[config.mk]
export PLATFORM = sky130hd
export DESIGN_NAME = logical_tile_io_array_cfg
export DESIGN_NICKNAME = d
export VERILOG_FILES = /design/src/rtl/logical_tile_io_array_cfg.sv
export SDC_FILE = /design/constraint.sdc
export NUM_CORES = 1
export LEC_CHECK = 0
export ABC_AREA = 0
export CORE_MARGIN = 2
export CORE_UTILIZATION = 43
export CTS_CLUSTER_DIAMETER = 50
export DETAILED_ROUTE_END_ITERATION = 8
export PLACE_DENSITY = 0.81
export SLEW_MARGIN = 20
export SYNTH_ARGS = -nofsm -noshare
export SYNTH_HDL_FRONTEND = slang
export SYNTH_SLANG_ARGS = --single-unit
export TNS_END_PERCENT = 1
[constraint.sdc]
create_clock -name prog_clk -period 3.6 [get_ports prog_clk]
set_clock_uncertainty 0.2 [all_clocks]
set_input_delay 1.08 -clock prog_clk [delete_from_list [all_inputs] [get_ports prog_clk]]
set_output_delay 1.08 -clock prog_clk [all_outputs]
set_load 0.02 [all_outputs]
[src/rtl/logical_tile_io_array_cfg.sv]
// Multi-channel embedded IO tile with a counted configuration chain.
// Optional chain parity check: define IO_CFG_PARITY_EN.
module logical_tile_io_array_cfg #(
  parameter int NUM_IO = 4
) (
  input  logic              prog_clk,
  input  logic              prog_reset,
  input  logic              IO_ISOL_N,
  input  logic              ccff_en,
  input  logic              ccff_head,
  output logic              ccff_tail,
  input  logic [NUM_IO-1:0] gfpga_pad_EMBEDDED_IO_HD_SOC_IN,
  output logic [NUM_IO-1:0] gfpga_pad_EMBEDDED_IO_HD_SOC_OUT,
  output logic [NUM_IO-1:0] gfpga_pad_EMBEDDED_IO_HD_SOC_DIR,
  input  logic [NUM_IO-1:0] io_outpad,
  output logic [NUM_IO-1:0] io_inpad,
  output logic              cfg_done
`ifdef IO_CFG_PARITY_EN
  ,
  output logic              cfg_err
`endif
);

`ifdef IO_CFG_PARITY_EN
  localparam int CHAIN_L = 2 * NUM_IO + 1;
`else
  localparam int CHAIN_L = 2 * NUM_IO;
`endif
  localparam int CNT_W = $clog2(CHAIN_L + 1);
  localparam logic [CNT_W-1:0] CNT_MAX = CNT_W'(CHAIN_L);
  localparam logic [CNT_W-1:0] CNT_ONE = CNT_W'(1);

  logic [CHAIN_L-1:0] sr;
  logic [CNT_W-1:0]   cnt;
  logic [NUM_IO-1:0]  act;
  logic               blk;

`ifdef IO_CFG_PARITY_EN
  logic err_q;
  assign cfg_err = err_q;
  assign blk     = err_q;
`else
  assign blk     = 1'b0;
`endif

  assign ccff_tail = sr[CHAIN_L-1];

  // Chain shift, load counter and completion/parity flags.
  always_ff @(posedge prog_clk) begin
    if (prog_reset) begin
      sr       <= '0;
      cnt      <= '0;
      cfg_done <= 1'b0;
`ifdef IO_CFG_PARITY_EN
      err_q    <= 1'b0;
`endif
    end else if (ccff_en) begin
      sr <= {sr[CHAIN_L-2:0], ccff_head};
      if (cfg_done) begin
        cnt      <= CNT_ONE;
        cfg_done <= 1'b0;
`ifdef IO_CFG_PARITY_EN
        err_q    <= 1'b0;
`endif
      end else if (cnt != CNT_MAX) begin
        cnt <= cnt + CNT_ONE;
      end
    end else if (cnt == CNT_MAX) begin
      cfg_done <= 1'b1;
`ifdef IO_CFG_PARITY_EN
      err_q    <= ^sr;
`endif
    end
  end

  // Per-channel gating of pad direction and data paths.
  always_comb begin
    act                              = '0;
    gfpga_pad_EMBEDDED_IO_HD_SOC_DIR = '0;
    gfpga_pad_EMBEDDED_IO_HD_SOC_OUT = '0;
    io_inpad                         = '0;
    for (int i = 0; i < NUM_IO; i++) begin
      act[i] = cfg_done & IO_ISOL_N & sr[2*i+1] & ~blk;
      gfpga_pad_EMBEDDED_IO_HD_SOC_DIR[i] = act[i] & sr[2*i];
      gfpga_pad_EMBEDDED_IO_HD_SOC_OUT[i] =
        gfpga_pad_EMBEDDED_IO_HD_SOC_DIR[i] & io_outpad[i];
      io_inpad[i] = act[i] & ~sr[2*i]
                  & gfpga_pad_EMBEDDED_IO_HD_SOC_IN[i];
    end
  end

endmodule

==> results.sh <==
export IMPL_run_status="complete, no violations"
export IMPL_power_density_nw_per_um2=293
export IMPL_worst_vdd_drop_v=0.000288
export IMPL_synthesis_instances=68
export IMPL_h_tree_depth=1
export IMPL_cts_hold_fix_buffers=0
export IMPL_die_y_um=42.6
export IMPL_maxClockFrequency_ghz=0.284
export IMPL_post_synth_num_cell_types=24
export IMPL_routed_wire_length_per_instance_um=12.7
export IMPL_mappedNetlistArea_um2=642
export IMPL_whs_ps=337
export IMPL_startpoint="IO_ISOL_N"
export IMPL_maxSlewHeadroom_pct=69.1
export IMPL_detailedPlacementHpwl_um=1070
export IMPL_clk_path_buf_depth=2
export IMPL_insertedDiodeCount=0
export IMPL_dieArea_um2=1820
export IMPL_worst_path_buf_inv=2
export IMPL_floorplan_initialDensity_pct=47.5
export IMPL_grt_overflow_total=0
export IMPL_ys_top_cells_by_area="sky130_fd_sc_hd__dfxtp_1 (41%), sky130_fd_sc_hd__mux2i_1 (14%), sky130_fd_sc_hd__and4b_1 (6.2%), sky130_fd_sc_hd__nor2_1 (5.3%), sky130_fd_sc_hd__and2_1 (4.9%)"
export IMPL_n_fill_cell=119
export IMPL_layout_cells_most_common="sky130_fd_sc_hd__clkdlybuf4s50_1"
export IMPL_cts_root_buffer_cell="sky130_fd_sc_hd__clkbuf_4"
export IMPL_synth_mux_area_fraction_pct=14.0
export IMPL_crit_path_cell_trace="clkdlybuf4s50_1 -> and2_4 -> and4b_1 -> dlygate4sd2_1"
export IMPL_drt_wirelength_um=1420
export IMPL_clkTransAtPathRegs_ps=70
export IMPL_ant_nets=0
export IMPL_hold_violations=0
export IMPL_port_buffers=26
export IMPL_post_drt_via_cell_ratio=5.14
export IMPL_boundaryPins=27
export IMPL_end_kind="output port"
export IMPL_finalSetupViolations=0
export IMPL_cap_viol_max_count=0
export IMPL_synth_largest_type_area_fraction_pct=40.5
export IMPL_layout_drive_gt1_share_pct=11.3
export IMPL_tritoncts_num_buffers=3
export IMPL_worst_slew_pin_transition_ps=462
export IMPL_firstDrtPassIters=4
export IMPL_route_detailed_drc=0
export IMPL_tritoncts_clock_tree="done"
export IMPL_cellLeakagePower_nw=0.456
export IMPL_synth_top_family_by_area="simple AND/OR/NAND/NOR gates"
export IMPL_maximum_number_of_pins_on_one_net_before_global_route_repair=15
export IMPL_hold_path_startpoint="cnt[3]"
export IMPL_initialDrtViolationCount=6
export IMPL_grt_first_pass_wirelength_um=2460
export IMPL_finalNetCount=113
export IMPL_synth_compound_area_share_pct=8.19
export IMPL_detailroute_via_count=576
export IMPL_timing_final_crit_share_pct=97.9
export IMPL_grt_total_usage_pct=18.2
export IMPL_core_box_area_um2=1350
export IMPL_worst_endpoint_required_ps=2320
export IMPL_cts_setup_buffers=0
export IMPL_pre_cts_slack_ps=-419
export IMPL_synth_seq_area_share_pct=40.5
export IMPL_fin_tns_setup_ps=0
export IMPL_place_gp_congestion=0.740
export IMPL_hold_path_class="register to register"
export IMPL_final_max_slew_viol_count=0
export IMPL_die_width_um=42.6
export IMPL_timing_critical_path_fanout_max=8
export IMPL_numClockSinks=13
export IMPL_post_synth_fa_ha_maj_area_fraction_pct=3.90
export IMPL_synth_xor_area_share_pct=0
export IMPL_worst_path_largest_cell_delay_ps=470
export IMPL_r2r_start="cnt[0]"
export IMPL_synth_net_count=83
export IMPL_synth_avg_cell_area_um2=9.44
export IMPL_setup_worst_path_start_class="input pin"
export IMPL_final_core_area_utilization_pct=68.0
export IMPL_synthSimpleGateAreaFrac_pct=29.6
export IMPL_vias_in_the_first_global_route=563
export IMPL_period_minus_slack_ps=3520
export IMPL_synth_to_layout_area_growth_pct=43.1
export IMPL_layout_common_cells="sky130_fd_sc_hd__clkdlybuf4s50_1 (14), sky130_fd_sc_hd__dfxtp_1 (13), sky130_fd_sc_hd__mux2i_1 (9), sky130_fd_sc_hd__nor2_1 (9), sky130_fd_sc_hd__dlygate4sd2_1 (8)"
export IMPL_finalWorstSetupSlack_ps=76.8
export IMPL_cp_arrival_ps=2240
export IMPL_yosys_warnings=0
export IMPL_path_delay_family="buffers and inverters"
export IMPL_post_cts_resize_count=21
export IMPL_grt_setup_unrepaired="no"
export IMPL_crit_type="input pin to output port"
export IMPL_fp_row_count=13
export IMPL_ys_ff_latch=13
export IMPL_worstSkewPairLatency_ps=270
export IMPL_cp_slowest_cell="sky130_fd_sc_hd__clkdlybuf4s50_1"
export IMPL_number_of_antenna_violations_at_the_first_check_in_global_routing=0
export IMPL_most_area_hungry_cell_type_in_the_yosys_netlist="sky130_fd_sc_hd__dfxtp_1"
power breakdown:
part / total, mW / switching, mW / internal (mW)
clock: 0.0876 / 0.0446 / 0.0430
sequential: 0.151 / 0.00401 / 0.147
combinational: 0.0309 / 0.0122 / 0.0187
total: 0.270 / 0.0608 / 0.209
path summary, 6_finish.rpt:
kind                       to  slack [ps]  cells past startpoint
setup / recovery  io_inpad[0]          80                      4
hold reg to reg        cnt[3]         340                      2
hold / removal         cnt[3]         340                      2
setup reg to reg       cnt[1]        2070                      5
stage by stage:
step / power (mW) / cell area [µm²] / std cells
finish: 0.270 / 918 / 112
CTS: 0.274 / 935 / 112
global placement: 0.184 / 920 / 108
floorplan: 0.168 / 642 / 68
detailed placement: 0.185 / 920 / 108
global route: 0.286 / 918 / 112
cell usage after synthesis:
master                     instances
sky130_fd_sc_hd__a21oi_1           1
sky130_fd_sc_hd__buf_2             1
sky130_fd_sc_hd__dfxtp_1          13
sky130_fd_sc_hd__o21ai_0           2
sky130_fd_sc_hd__or3_1             1
sky130_fd_sc_hd__a211oi_1          1
sky130_fd_sc_hd__ha_1              2
sky130_fd_sc_hd__inv_1             3
sky130_fd_sc_hd__a32oi_1           1
sky130_fd_sc_hd__inv_2             1
sky130_fd_sc_hd__nand4_1           1
sky130_fd_sc_hd__nor3b_1           1
sky130_fd_sc_hd__clkbuf_1          1
sky130_fd_sc_hd__nand3_1           1
sky130_fd_sc_hd__nand3b_4          1
sky130_fd_sc_hd__nor2_1            9
sky130_fd_sc_hd__a221oi_1          1
sky130_fd_sc_hd__and2_1            5
sky130_fd_sc_hd__a31oi_1           2
sky130_fd_sc_hd__or4_1             1
sky130_fd_sc_hd__and3_1            4
sky130_fd_sc_hd__mux2i_1           9
sky130_fd_sc_hd__and4b_1           4
sky130_fd_sc_hd__nand2_1           2
area by class of cell:
class,count,area (µm²),share of cell area (%)
tap,15,18.8,2.04
inverter,4,15.0,1.63
multi-input combinational,49,360,39.2
sequential,13,260,28.3
timing repair buffer,27,238,25.9
clock buffer,4,26.3,2.86
worst register-to-register path: cells and delay by family, from the launching register on:
kind	cells	cell delay (ps)
fa+ha+maj	1	200
flops	1	360
buf+inv	1	100
simple gates	2	420
compound gates	1	170
state kept, by name, summed over array words and instances, names as in the netlist:
| signal | flops |
|---|---|
| cfg_done | 1 |
| sr | 8 |
| cnt | 4 |
cells by family (layout without fill, tap and decap cells):
logic type                 Yosys count  in the layout
DFF                                 13             13
buffers and inverters                6             35
muxes                                9              9
AOI/OAI and AO/OA                    8              8
and+or+nand+nor                     30             30
adders and majority gates            2              2
metal layers:
metal  GRT usage, %  vias to the layer above  share of wire, %
li1               -                      302                 -
met1           21.9                      253                48
met2           27.6                       19                44
met3           7.33                        2               6.3
met4           9.38                        0               1.5
met5              0                        -                 0
Note: power is estimated with default switching activity, not from simulation.
